<file path="config.mk">
export PLATFORM = sky130hd
export DESIGN_NAME = reg_file_sb
export DESIGN_NICKNAME = d
export VERILOG_FILES = /design/src/rtl/reg_file_sb.sv
export SDC_FILE = /design/constraint.sdc
export NUM_CORES = 1
export LEC_CHECK = 0
export BUFFER_PORTS_ARGS = -buffer_cell sky130_fd_sc_hd__buf_2
export CAP_MARGIN = 20
export CORE_ASPECT_RATIO = 2
export CORE_UTILIZATION = 61
export CTS_BUF_LIST = sky130_fd_sc_hd__clkbuf_4
export DETAILED_ROUTE_END_ITERATION = 8
export GPL_ROUTABILITY_DRIVEN = 0
export PLACE_DENSITY_LB_ADDON = 0.15
export RECOVER_POWER = 25
export SYNTH_ARGS = -nofsm -noshare
export SYNTH_HDL_FRONTEND = slang
export SYNTH_SLANG_ARGS = --single-unit
</file>
<file path="constraint.sdc">
create_clock -name clk -period 9.68 [get_ports clk]
set_input_delay 1.936 -clock clk [delete_from_list [all_inputs] [get_ports clk]]
set_output_delay 1.936 -clock clk [all_outputs]
set_load 0.01 [all_outputs]
</file>
<file path="src/rtl/reg_file_sb.sv">
// reg_file_sb: parametrised register file with NUM_RD combinational read ports,
// one synchronous write port, write-to-read bypass, a per-register busy
// scoreboard and a sequenced bulk-clear engine (one entry zeroed per cycle).
//
// Optional build macro: REG_FILE_ZERO_REG_EN
//   When defined, register 0 is hardwired to zero: reads of address 0 return 0
//   (no bypass), writes to address 0 are discarded and busy[0] is always 0.
module reg_file_sb #(
  parameter int unsigned DATA_W = 16,
  parameter int unsigned ADDR_W = 3,
  parameter int unsigned NUM_RD = 2
) (
  input  logic                     clk,
  input  logic                     rst,
  input  logic                     wr_en,
  input  logic [ADDR_W-1:0]        wr_addr,
  input  logic [DATA_W-1:0]        wr_data,
  input  logic [NUM_RD*ADDR_W-1:0] rd_addr,
  output logic [NUM_RD*DATA_W-1:0] rd_data,
  input  logic                     rsv_en,
  input  logic [ADDR_W-1:0]        rsv_addr,
  output logic [(2**ADDR_W)-1:0]   busy,
  input  logic                     clr_req,
  output logic                     clr_busy,
  output logic                     clr_done
);

  localparam int unsigned DEPTH = 2 ** ADDR_W;

  // Counter is one bit wider than the address so it can never wrap mid-sweep.
  localparam logic [ADDR_W:0] LastIdx = (ADDR_W + 1)'(DEPTH - 1);

  typedef enum logic [1:0] {
    StIdle,
    StClear,
    StDone
  } state_e;

  state_e            state_q, state_d;
  logic [ADDR_W:0]   cnt_q, cnt_d;
  logic [DATA_W-1:0] regs_q [DEPTH];
  logic [DATA_W-1:0] regs_d [DEPTH];
  logic [DEPTH-1:0]  busy_q, busy_d;

  logic              wr_ok;
  logic              rsv_ok;
  logic [ADDR_W-1:0] clr_idx;

  assign clr_idx = cnt_q[ADDR_W-1:0];

  // Qualify write and reserve strobes: only honoured while idle.
  always_comb begin
    wr_ok  = wr_en && (state_q == StIdle);
    rsv_ok = rsv_en && (state_q == StIdle);
`ifdef REG_FILE_ZERO_REG_EN
    wr_ok  = wr_ok && (wr_addr != '0);
    rsv_ok = rsv_ok && (rsv_addr != '0);
`endif
  end

  // Clear-sequencer next-state logic.
  always_comb begin
    state_d = state_q;
    cnt_d   = cnt_q;
    unique case (state_q)
      StIdle: begin
        if (clr_req) begin
          state_d = StClear;
          cnt_d   = '0;
        end
      end
      StClear: begin
        cnt_d = cnt_q + 1'b1;
        if (cnt_q == LastIdx) begin
          state_d = StDone;
        end
      end
      StDone: begin
        state_d = StIdle;
      end
      default: begin
        state_d = StIdle;
        cnt_d   = '0;
      end
    endcase
  end

  // Storage and scoreboard next-state: write, reserve, then sweep.
  always_comb begin
    regs_d = regs_q;
    busy_d = busy_q;
    if (wr_ok) begin
      regs_d[wr_addr] = wr_data;
      busy_d[wr_addr] = 1'b0;
    end
    // Applied after the write so a same-address reserve wins.
    if (rsv_ok) begin
      busy_d[rsv_addr] = 1'b1;
    end
    if (state_q == StClear) begin
      regs_d[clr_idx] = '0;
      busy_d[clr_idx] = 1'b0;
    end
  end

  // State register with asynchronous active-high reset.
  always_ff @(posedge clk or posedge rst) begin
    if (rst) begin
      state_q <= StIdle;
      cnt_q   <= '0;
      busy_q  <= '0;
      for (int i = 0; i < DEPTH; i++) begin
        regs_q[i] <= '0;
      end
    end else begin
      state_q <= state_d;
      cnt_q   <= cnt_d;
      busy_q  <= busy_d;
      for (int i = 0; i < DEPTH; i++) begin
        regs_q[i] <= regs_d[i];
      end
    end
  end

  // Combinational read ports with same-cycle write bypass while idle.
  always_comb begin
    rd_data = '0;
    for (int k = 0; k < NUM_RD; k++) begin
      rd_data[k*DATA_W +: DATA_W] = regs_q[rd_addr[k*ADDR_W +: ADDR_W]];
      if (wr_ok && (wr_addr == rd_addr[k*ADDR_W +: ADDR_W])) begin
        rd_data[k*DATA_W +: DATA_W] = wr_data;
      end
`ifdef REG_FILE_ZERO_REG_EN
      if (rd_addr[k*ADDR_W +: ADDR_W] == '0) begin
        rd_data[k*DATA_W +: DATA_W] = '0;
      end
`endif
    end
  end

  // Status outputs decoded from the sequencer state.
  always_comb begin
    busy     = busy_q;
    clr_busy = (state_q != StIdle);
    clr_done = (state_q == StDone);
  end

endmodule

</file>
==> impl_metrics.tcl, run 1 <==
set metrics [dict create \
    post_layout_worst_setup_margin_ns 3.43 \
    dp_slack_ns 3.44 \
    synth.cell_area_mm2 0.00900 \
    clock-root-buffer "sky130_fd_sc_hd__clkbuf_4" \
    clock_transition_time_at_the_flip_flop_clock_pins_of_the_worst_setup_and_hold_paths_ns 0.11 \
    post-route-drc-count 0 \
    netSwitchingFraction 0.381 \
    violations "capacitance limit, slew limit" \
    placeableCoreArea_mm2 0.0144 \
    die_area_mm2 0.0153 \
    tns_ns 0 \
    synth.net_count 885 \
    final_setup_violation_count 0 \
    wl_um 28200 \
    p_switching_uw 861 \
    ir_worst_vdd_uv 235 \
    drt-initial-drc-count 887 \
    dr_total_vias 7848 \
    dominantRegCellSynth "sky130_fd_sc_hd__dfrtp_1" \
    grt_pass1_wl_um 43100 \
    ctsHoldBuffers 0 \
    rsz0062_at_grt "false" \
    synth.yosys.warnings 0 \
    critical_path_arrival_ns 4.31 \
    port_buffers 74 \
    postSynth.asyncResetShare 1.00 \
    clkSinkCount 142 \
    worst-slew-pin-transition_ns 3.58 \
    grt_pass1_vias 7855 \
    synthesis.area_per_instance_um2 10.6 \
    timing.critical_path.slowest_stage_cell "sky130_fd_sc_hd__buf_2" \
    worst-r2r-setup-slack_ns 6.97 \
    die_h_um 174 \
    timing.critical_path.to "rd_data[26]" \
    final_net_count 887 \
    power-per-cell-area_mw_per_mm2 235 \
    power_frac_clock 0.177 \
    placed_area_mm2 0.00928 \
    syn_to_final_growth_pct 6.70 \
    worst-setup-path-type "in -> out" \
    final_max_tran_viols 78 \
    fp.dieW_um 87.9 \
    tritoncts "done" \
    placement_rows 62 \
    timing.fmax_mhz 160 \
    wire_per_inst_um 26.7 \
    worst_r2r_path_depth 4 \
    holdCritPathClass "reg -> reg" \
    drt-pass1-iter-count 5 \
    antenna_found_initial 1 \
    cts_post_setup_buffers_inserted 0 \
    run_status "complete, but fails checks" \
    cell_internal_pwr_mw 1.40 \
    finalHoldViolations 0 \
    maxSlewHeadroom -1.40 \
    worst_clock_skew_ns 0.0152 \
    sequentialPowerShare 0.430 \
    startpoint_type "input pin" \
    ys_ff_latch 142 \
    crit_path_start "rd_addr[3]" \
    worst-endpoint-required_ns 7.74 \
    leakage_nw 4.35 \
    seq_area_mm2 0.00355 \
    drive_gt1_frac 0.238 \
    number_of_synthesized_flops_with_an_enable_pin 0 \
    antenna_left 0 \
    multi_input_logic_area_mm2 0.00495 \
    fin_hold_ws_ns 0.508 \
    p_comb_frac 0.393 \
    finalPower_mw 2.26 \
    grt-ovfl-total 0 \
    critical_r2r_launch "state_q[1]" \
    final_design_area_no_fill_mm2 0.00960 \
    place.detailed.hpwl_um 16700 \
    cts_made_buffers 17 \
    initial_core_util 0.627 \
    design.portCount 75 \
    path_cells "buf_2 > xnor2_1 > nand4_2 > mux2_4 > buf_2" \
    yosysSeqAreaShare 0.395 \
    destination_of_the_worst_register_to_register_timing_path "regs_q[1]" \
    vias_per_cell 7.42 \
    post-route-period-util 0.646 \
    global_route.usage.total 0.382 \
    crit_path_frequent_cell "sky130_fd_sc_hd__buf_2" \
    synthCells 851 \
    critical-path-max-stage-delay_ns 0.78 \
    layout_min_cycle_time_ns 6.25 \
    grt_start_max_net_pins 78 \
    number_of_distinct_library_cells_after_synthesis 37 \
    post_cts.resized_instances 0 \
    fill_cells 1114 \
    critPathCaptureType "output port" \
    ctsLongestPathBuffers 2 \
    clk_latency_ns 0.58 \
    maxCapViolations 1 \
    clock_tree.htree_level_count 4 \
    critical_path_fanout_max 33 \
]
registers in the layout, summed over array words and instances, names as in the netlist:
| register | flops |
|---|---|
| regs_q | 128 |
| busy | 8 |
| cnt_q | 4 |
| state_q | 2 |
power groups by stage:
| stage | Clock [mW] | Sequential [mW] | Combinational [mW] |
|---|---|---|---|
| after CTS | 0.401 | 0.962 | 0.866 |
| final | 0.400 | 0.972 | 0.889 |
| after floorplan | 0 | 0.888 | 0.639 |
| after global routing | 0.419 | 0.989 | 0.950 |
| after global placement | 0 | 0.953 | 0.834 |
| after detailed placement | 0 | 0.975 | 0.862 |
placed cells by master (no fill, tap or decap), types with 2 or more instances in the layout:
master	count
sky130_fd_sc_hd__buf_2	74
sky130_fd_sc_hd__nand3b_1	2
sky130_fd_sc_hd__clkinv_2	5
sky130_fd_sc_hd__nor2b_2	2
sky130_fd_sc_hd__o22ai_1	3
sky130_fd_sc_hd__nor2_2	2
sky130_fd_sc_hd__clkbuf_4	22
sky130_fd_sc_hd__nor2b_1	3
sky130_fd_sc_hd__bufinv_16	3
sky130_fd_sc_hd__nor3_2	4
sky130_fd_sc_hd__buf_8	3
sky130_fd_sc_hd__dfrtp_1	142
sky130_fd_sc_hd__mux2_4	10
sky130_fd_sc_hd__o21ai_1	2
sky130_fd_sc_hd__mux2_2	54
sky130_fd_sc_hd__nand2b_1	6
sky130_fd_sc_hd__buf_4	16
sky130_fd_sc_hd__o21ai_0	136
sky130_fd_sc_hd__nand2_1	12
sky130_fd_sc_hd__nor2_1	3
sky130_fd_sc_hd__nand4_2	2
sky130_fd_sc_hd__nand3_1	132
sky130_fd_sc_hd__mux4_1	64
sky130_fd_sc_hd__xnor2_1	7
sky130_fd_sc_hd__a21oi_1	137
metal layers:
layer / GRT usage / vias up / share of wire
met4: 0.235 / 0 / 0.062
met5: 0 / - / 0
met2: 0.610 / 607 / 0.50
li1: - / 3234 / -
met3: 0.0871 / 137 / 0.10
met1: 0.460 / 3870 / 0.34
how the worst min path moves through the flow:
stage / start / to / slack, ns / cells past startpoint
final: cnt_q[3] / state_q[1] / 0.51 / 1
after global routing: cnt_q[3] / state_q[1] / 0.53 / 1
after CTS: cnt_q[3] / state_q[1] / 0.50 / 1
after detailed placement: cnt_q[3] / state_q[1] / 0.50 / 1
after global placement: cnt_q[3] / state_q[1] / 0.49 / 1
after floorplan: cnt_q[3] / state_q[1] / 0.47 / 1
stage by stage:
step           utilization  cells
2_1_floorplan            -    851
3_3_place_gp         0.644   1022
3_5_place_dp         0.646   1023
4_1_cts              0.666   1054
5_1_grt              0.669   1058
6_report             0.669   1058
cell type report:
| cell class | instances | share of cell area |
|---|---|---|
| multi-input cells | 596 | 0.516 |
| flip-flops and latches | 142 | 0.370 |
| repair buffers | 94 | 0.0586 |
| well taps | 192 | 0.0250 |
| clock buffers | 22 | 0.0172 |
| clock inverters | 9 | 0.0124 |
| inverters | 2 | 0.000912 |
| diodes | 1 | 0.000261 |
critical path, delay by kind of cell:
family / cells / cell delay [ns]
AND/OR/NAND/NOR: 1 / 0.63
XOR/XNOR: 1 / 0.23
buffers and inverters: 2 / 0.93
multiplexers: 1 / 0.56
synth_stat cells (3+ instances only):
master | instances | area share
sky130_fd_sc_hd__dfrtp_1 | 142 | 0.39
sky130_fd_sc_hd__a21oi_1 | 137 | 0.076
sky130_fd_sc_hd__o21ai_0 | 136 | 0.076
sky130_fd_sc_hd__nand3_1 | 132 | 0.073
sky130_fd_sc_hd__clkbuf_1 | 78 | 0.033
sky130_fd_sc_hd__mux4_1 | 64 | 0.19
sky130_fd_sc_hd__mux2_2 | 54 | 0.068
sky130_fd_sc_hd__buf_2 | 14 | 0.0078
sky130_fd_sc_hd__buf_6 | 12 | 0.015
sky130_fd_sc_hd__nand2_1 | 12 | 0.0050
sky130_fd_sc_hd__mux2_4 | 10 | 0.017
sky130_fd_sc_hd__xnor2_1 | 7 | 0.0068
sky130_fd_sc_hd__nand2b_1 | 6 | 0.0042
sky130_fd_sc_hd__nor2b_1 | 5 | 0.0035
sky130_fd_sc_hd__buf_1 | 4 | 0.0017
sky130_fd_sc_hd__nor2_1 | 4 | 0.0017
sky130_fd_sc_hd__buf_4 | 3 | 0.0025
sky130_fd_sc_hd__nor3_2 | 3 | 0.0033
sky130_fd_sc_hd__o22ai_1 | 3 | 0.0021
logic make-up (layout without fill, tap and decap cells):
family / count (synthesis) / count (layout) / share of synthesized area
buffers and inverters: 113 / 127 / 0.0603
muxes: 128 / 128 / 0.271
xor gates and xnor gates: 8 / 8 / 0.00779
and+or+nand+nor: 181 / 181 / 0.110
DFF: 142 / 142 / 0.395
AOI/OAI and AO/OA: 278 / 278 / 0.155
adders and majority gates: 1 / 1 / 0.00139
other: 0 / 1 / 0
(Power assumes the default switching activity.)
==> inputs of run 2 (changes only) <==
--- a/config.mk
+++ b/config.mk
@@ -5,6 +5,7 @@
 export SDC_FILE = /design/constraint.sdc
 export NUM_CORES = 1
 export LEC_CHECK = 0
+export ABC_AREA = 1
 export BUFFER_PORTS_ARGS = -buffer_cell sky130_fd_sc_hd__buf_2
 export CAP_MARGIN = 20
 export CORE_ASPECT_RATIO = 2
==> constraint.sdc (replaced) <==
create_clock -name clk -period 6.4 [get_ports clk]
set_input_delay 1.28 -clock clk [delete_from_list [all_inputs] [get_ports clk]]
set_output_delay 1.28 -clock clk [all_outputs]
set_load 0.01 [all_outputs]
==> run 2 against run 1 <==
- the run still ends with capacitance limit, slew limit left
- via count is 26% higher
- utilization down 2.4 points
- register-to-register slack worse by 2.6 ns
- clock power rose by 42%
- cell count up 67%
- first-iteration DRC count increased by 11%
- combinational power rose by 70%
- hold slack lost 0.060 ns
- sequential share of layout area fell by 0.80 points
==> impl_metrics.tcl, run 2 <==
set metrics [dict create \
    seq_area_mm2 0.00355 \
    synth_top_area_share 0.375 \
    groute.layer.met2.usage 0.619 \
    maxSlewHeadroom -1.66 \
    rsz0062_at_grt "false" \
    die_area_mm2 0.0161 \
    whs_endpoint "state_q[1]" \
    final_setup_violation_count 0 \
    gr-usage-met1 0.425 \
    clock_transition_time_at_the_flip_flop_clock_pins_of_the_worst_setup_and_hold_paths_ns 0.13 \
    ir_worst_vdd_uv 447 \
    timing.fmax_mhz 216 \
    synth.yosys.warnings 0 \
    synth_largest_area_cell "sky130_fd_sc_hd__dfrtp_1" \
    dominantRegCellSynth "sky130_fd_sc_hd__dfrtp_1" \
    critical_path_arrival_ns 3.35 \
    antenna_left 0 \
    destination_of_the_worst_register_to_register_timing_path "regs_q[103]" \
    post-synth-top-count-cell "sky130_fd_sc_hd__nand2_1" \
    synth_top_cells_by_count "617 x sky130_fd_sc_hd__nand2_1, 274 x sky130_fd_sc_hd__nor2_1, 224 x sky130_fd_sc_hd__nand3_1" \
    synthesis.area_per_instance_um2 6.11 \
    holdCritPathClass "reg -> reg" \
    run_status "complete, but fails checks" \
    clkSinkCount 142 \
    postSynth.asyncResetShare 1.00 \
    cts_post_setup_buffers_inserted 0 \
    drive_gt1_frac 0.0888 \
    design.portCount 75 \
    global_route.usage.total 0.378 \
    max_flop_register "regs_q" \
    worst_clock_skew_ns 0.0136 \
    number_of_distinct_library_cells_after_synthesis 23 \
    layout_commonest_cell "sky130_fd_sc_hd__nand2_1" \
    worst-endpoint-required_ns 5.12 \
    layout_common_cells "617 x sky130_fd_sc_hd__nand2_1, 274 x sky130_fd_sc_hd__nor2_1, 224 x sky130_fd_sc_hd__nand3_1" \
    drt-pass1-iter-count 7 \
    vias_per_cell 5.61 \
    crit_path_frequent_cell "sky130_fd_sc_hd__nand2_1" \
    worst_r2r_path_depth 7 \
    initial_core_util 0.623 \
    antenna_found_initial 3 \
    grt-ovfl-total 0 \
    yosysSeqAreaShare 0.375 \
    critical-path-max-stage-delay_ns 0.51 \
    critical_r2r_launch "state_q[0]" \
    post-route-period-util 0.723 \
    wire_per_inst_um 16.8 \
    leakage_nw 6.24 \
    port_buffers 74 \
    tns_ns 0 \
    die_h_um 178 \
    timing.critical_path.slowest_stage_cell "sky130_fd_sc_hd__inv_2" \
    placeableCoreArea_mm2 0.0152 \
    ctsHoldBuffers 0 \
    critical_hold_path_startpoint "cnt_q[3]" \
    fp.dieW_um 90.2 \
    clock-root-buffer "sky130_fd_sc_hd__clkbuf_4" \
    post_cts.resized_instances 0 \
    final_cells 1766 \
    startpoint_type "input pin" \
    power-per-cell-area_mw_per_mm2 346 \
    critPathCaptureType "output port" \
    multi_input_logic_area_mm2 0.00475 \
    global_route.usage.met3 0.0631 \
    final_net_count 1587 \
    post-route-drc-count 0 \
    final_max_tran_viols 103 \
    layout_min_cycle_time_ns 4.63 \
    critical_path_fanout_max 33 \
    dr_total_vias 9900 \
    clock_tree.htree_level_count 4 \
    fill_cells 1534 \
    synth.cell_area_mm2 0.00948 \
    grt_busiest_layer "met2" \
    ys_ff_latch 142 \
    worst-slew-pin-transition_ns 4.00 \
    maxCapViolations 1 \
    top_cells_by_area_synth "sky130_fd_sc_hd__dfrtp_1 37%, sky130_fd_sc_hd__nand2_1 24%, sky130_fd_sc_hd__nand3_1 12%" \
    worst-setup-path-type "in -> out" \
    ctsLongestPathBuffers 2 \
    violations "capacitance limit, slew limit" \
    tritoncts "done" \
    cts_made_buffers 17 \
    syn_to_final_growth_pct 3.51 \
    finalHoldViolations 0 \
    grt_pass1_wl_um 46100 \
    largest_register_ff_count 128 \
    synthCells 1553 \
    wl_um 29700 \
    grt_start_max_net_pins 103 \
    place.detailed.hpwl_um 18100 \
    clk_latency_ns 0.59 \
    synth.net_count 1587 \
    worst-r2r-setup-slack_ns 4.35 \
    grt_pass1_vias 9086 \
    path_cells "buf_2 > inv_2 > nand2_1 > nand2_1 > nor2_1 > nand2_2 > clkinv_2 > nand2_1 > nand2_1 > buf_2" \
    number_of_synthesized_flops_with_an_enable_pin 0 \
    drt-initial-drc-count 987 \
    dpl.cell_count 1732 \
    hold_depth 1 \
    placement_rows 64 \
]
## run 2: cell types whose count changed in the layout (fill, tap and decap cells not counted), moves of 7 or more
cell and change:
sky130_fd_sc_hd__xnor2_1 -7, sky130_fd_sc_hd__o21ai_0 -134, sky130_fd_sc_hd__inv_2 +8, sky130_fd_sc_hd__mux2_4 -10, sky130_fd_sc_hd__nand3_1 +92, sky130_fd_sc_hd__nand2_2 +19
sky130_fd_sc_hd__nand2_1 +605, sky130_fd_sc_hd__buf_4 -9, sky130_fd_sc_hd__mux4_1 -64, sky130_fd_sc_hd__a21boi_0 +8, sky130_fd_sc_hd__inv_1 +145, sky130_fd_sc_hd__nor2_1 +271
sky130_fd_sc_hd__mux2_2 -54, sky130_fd_sc_hd__a21oi_1 -133
## run 2: layout make-up
cell class / count / share of cell area
inverter: 155 / 0.0594
clock inverter: 14 / 0.0130
multi-input combinational: 1156 / 0.483
sequential: 142 / 0.362
timing repair buffer: 81 / 0.0431
tap: 198 / 0.0252
antenna: 3 / 0.000765
clock buffer: 17 / 0.0130
## run 2: where the power goes
group | switching (mW) | internal (mW)
Combinational | 1.06 | 0.446
Sequential | 0.100 | 1.22
Clock | 0.348 | 0.221
Total | 1.51 | 1.89
## run 2: metal layers
layer | part of all wire | up-vias
li1 | - | 4678
met1 | 0.36 | 4486
met2 | 0.48 | 573
met3 | 0.084 | 163
met4 | 0.075 | 0
met5 | 0 | -
## run 2: worst max-delay path by stage
| stage | cells after the start | end | from | slack [ns] |
|---|---|---|---|---|
| global route | 2 | regs_q[62] | rst | 1.13 |
| CTS | 10 | rd_data[3] | rd_addr[1] | 1.85 |
| floorplan | 1 | busy[0] | rst | 1.31 |
| detailed placement | 10 | rd_data[15] | rd_addr[1] | 1.85 |
| finish | 10 | rd_data[13] | rd_addr[1] | 1.77 |
| global placement | 10 | rd_data[4] | rd_addr[1] | 1.92 |
## run 2: stage by stage
step	setup WS, ns	hold slack (ns)	utilization	instance area [um2]	power (mW)
after floorplan	1.31	0.409	-	9480	2.43
after global placement	1.92	0.428	0.628	9560	2.76
after detailed placement	1.85	0.438	0.628	9560	2.81
after CTS	1.85	0.456	0.645	9810	3.37
after global routing	1.13	0.483	0.645	9820	3.66
final	1.77	0.448	0.645	9820	3.40
## run 2: logic make-up (layout without fill, tap and decap cells)
family,Yosys count,after routing,share of synthesized area
buf+inv,255,267,0.125
other cells,0,3,0
simple gates,1138,1138,0.487
fa+ha+maj,1,1,0.00132
flops,142,142,0.375
compound gates,17,17,0.0120
## run 2: worst max-delay path: cells and delay by family
kind,cells,cell delay (ns)
buffers and inverters,4,1.22
and+or+nand+nor,6,0.81
==> inputs of run 3 (changes only) <==
--- a/config.mk
+++ b/config.mk
@@ -9,7 +9,7 @@
 export BUFFER_PORTS_ARGS = -buffer_cell sky130_fd_sc_hd__buf_2
 export CAP_MARGIN = 20
 export CORE_ASPECT_RATIO = 2
-export CORE_UTILIZATION = 61
+export CORE_UTILIZATION = 57
 export CTS_BUF_LIST = sky130_fd_sc_hd__clkbuf_4
 export DETAILED_ROUTE_END_ITERATION = 8
 export GPL_ROUTABILITY_DRIVEN = 0
==> constraint.sdc (replaced) <==
create_clock -name clk -period 4 [get_ports clk]
set_input_delay 0.8 -clock clk [delete_from_list [all_inputs] [get_ports clk]]
set_output_delay 0.8 -clock clk [all_outputs]
set_load 0.01 [all_outputs]
==> run 3 against run 2 <==
- the run still ends with capacitance limit, slew limit left
- register-to-register slack worse by 2.6 ns
- first-iteration DRC count decreased by 13%
- clock-buffer cell count grew 5
- cell area grew 1.5%
- clock skew rose by 0.0066 ns
- highest routed layer unchanged
==> impl_metrics.tcl, run 3 (same netlist as run 2, synthesis figures left out) <==
set metrics [dict create \
    holdCritPathClass "reg -> reg" \
    ctsLongestPathBuffers 2 \
    worst-endpoint-required_ns 3.20 \
    post-route-period-util 0.901 \
    clkSinkCount 142 \
    worst_clock_skew_ns 0.0201 \
    violations "capacitance limit, slew limit" \
    fin_hold_ws_ns 0.450 \
    grt_pass1_wl_um 48500 \
    critPathCaptureType "output port" \
    wire_per_inst_um 17.5 \
    post_cts.resized_instances 0 \
    port_buffers 74 \
    sequentialPowerShare 0.377 \
    fill_cells 1624 \
    ctsHoldBuffers 0 \
    ir_worst_vdd_uv 725 \
    p_comb_frac 0.433 \
    maxSlewHeadroom -0.0523 \
    grt-ovfl-total 0 \
    final_max_tran_viols 61 \
    p_switching_mw 2.39 \
    timing.fmax_mhz 277 \
    run_status "complete, but fails checks" \
    layout_common_cells "617 x sky130_fd_sc_hd__nand2_1, 275 x sky130_fd_sc_hd__nor2_1, 224 x sky130_fd_sc_hd__nand3_1" \
    final_setup_violation_count 0 \
    worst-slew-pin-transition_ns 1.58 \
    power_frac_clock 0.190 \
    dr_total_vias 9895 \
    rsz0062_at_grt "false" \
    final_net_count 1598 \
    post-route-drc-count 0 \
    global_route.usage.total 0.376 \
    max_flop_register "regs_q" \
    grt_start_max_net_pins 61 \
    tns_ns 0 \
    drive_gt1_frac 0.0958 \
    seq_area_mm2 0.00355 \
    tritoncts "done" \
    cts_post_setup_buffers_inserted 0 \
    antenna_left 0 \
    clock_tree.htree_level_count 4 \
    finalHoldViolations 0 \
    netSwitchingFraction 0.428 \
    leakage_nw 6.34 \
    place.detailed.hpwl_um 19300 \
    drt-initial-drc-count 855 \
    largest_register_ff_count 128 \
    die_h_um 184 \
    fp.dieW_um 93.2 \
    maxCapViolations 2 \
    placement_rows 66 \
    clk_latency_ns 0.60 \
    layout_commonest_cell "sky130_fd_sc_hd__nand2_1" \
    syn_to_final_growth_pct 5.04 \
    critical_path_fanout_max 17 \
    worst-setup-path-type "reg -> out" \
    antenna_found_initial 2 \
    wl_um 31200 \
    cell_internal_pwr_mw 3.19 \
    initial_core_util 0.583 \
    design.portCount 75 \
    grt_pass1_vias 9215 \
    vias_per_cell 5.55 \
    power-per-cell-area_mw_per_mm2 560 \
    die_area_mm2 0.0172 \
    layout.core_utilization 0.612 \
    cts_made_buffers 17 \
    clock_transition_time_at_the_flip_flop_clock_pins_of_the_worst_setup_and_hold_paths_ns 0.11 \
    layout_min_cycle_time_ns 3.60 \
    startpoint_type "flop" \
    multi_input_logic_area_mm2 0.00474 \
    clock-root-buffer "sky130_fd_sc_hd__clkbuf_4" \
    drt-pass1-iter-count 8 \
    placeableCoreArea_mm2 0.0163 \
    critical_path_arrival_ns 2.80 \
]
==> run 3: area by class of cell <==
class	count	area share
timing repair buffer	92	0.0514
clock buffer	22	0.0166
sequential	142	0.357
multi-input combinational	1156	0.476
antenna	2	0.000502
inverter	155	0.0587
tap	204	0.0256
clock inverter	9	0.0143
==> run 3: routing by layer <==
layer / vias to the layer above / track usage / routed length [um]
met4: 0 / 0.279 / 2090
met1: 4593 / 0.417 / 11300
met5: - / 0 / 0
met2: 462 / 0.636 / 15500
met3: 141 / 0.0627 / 2250
li1: 4699 / - / -
==> run 3: final timing paths <==
kind	start	end	slack (ns)	depth (start not counted)
max	state_q[0]	rd_data[26]	0.40	8
min	cnt_q[3]	state_q[1]	0.45	1
max reg2reg	state_q[0]	regs_q[34]	1.80	7
min reg2reg	cnt_q[3]	state_q[1]	0.45	1
max in group asynchronous	rst	regs_q[42]	1.33	3
min in group asynchronous	rst	regs_q[101]	0.51	2
==> run 3: critical path, cell delays in order, from the launching register on <==
cell and delay [ns]:
sky130_fd_sc_hd__dfrtp_1 0.41, sky130_fd_sc_hd__nor2_1 0.37, sky130_fd_sc_hd__nand2_2 0.21, sky130_fd_sc_hd__nor2_1 0.18
sky130_fd_sc_hd__nand2_2 0.31, sky130_fd_sc_hd__inv_2 0.43, sky130_fd_sc_hd__nand2_1 0.09, sky130_fd_sc_hd__nand2_1 0.09
sky130_fd_sc_hd__buf_2 0.13
==> run 3: through the flow <==
step / instance area [um2] / total power [mW] / worst slack, ns / instances
3_3_place_gp: 9670 / 4.45 / 0.813 / 1749
3_5_place_dp: 9670 / 4.51 / 0.752 / 1749
4_1_cts: 9980 / 5.56 / 0.558 / 1780
6_report: 9960 / 5.58 / 0.396 / 1782
5_1_grt: 9960 / 6.01 / 0.225 / 1782
2_1_floorplan: 9490 / 3.88 / 1.42 / 1553
==> run 3: power groups by stage <==
| stage | registers [mW] | logic [mW] | clock network, mW |
|---|---|---|---|
| after floorplan | 2.12 | 1.76 | 0 |
| final | 2.11 | 2.42 | 1.06 |
| after global placement | 2.12 | 2.33 | 0 |
| after CTS | 2.10 | 2.39 | 1.07 |
| after detailed placement | 2.14 | 2.37 | 0 |
| after global routing | 2.16 | 2.73 | 1.13 |
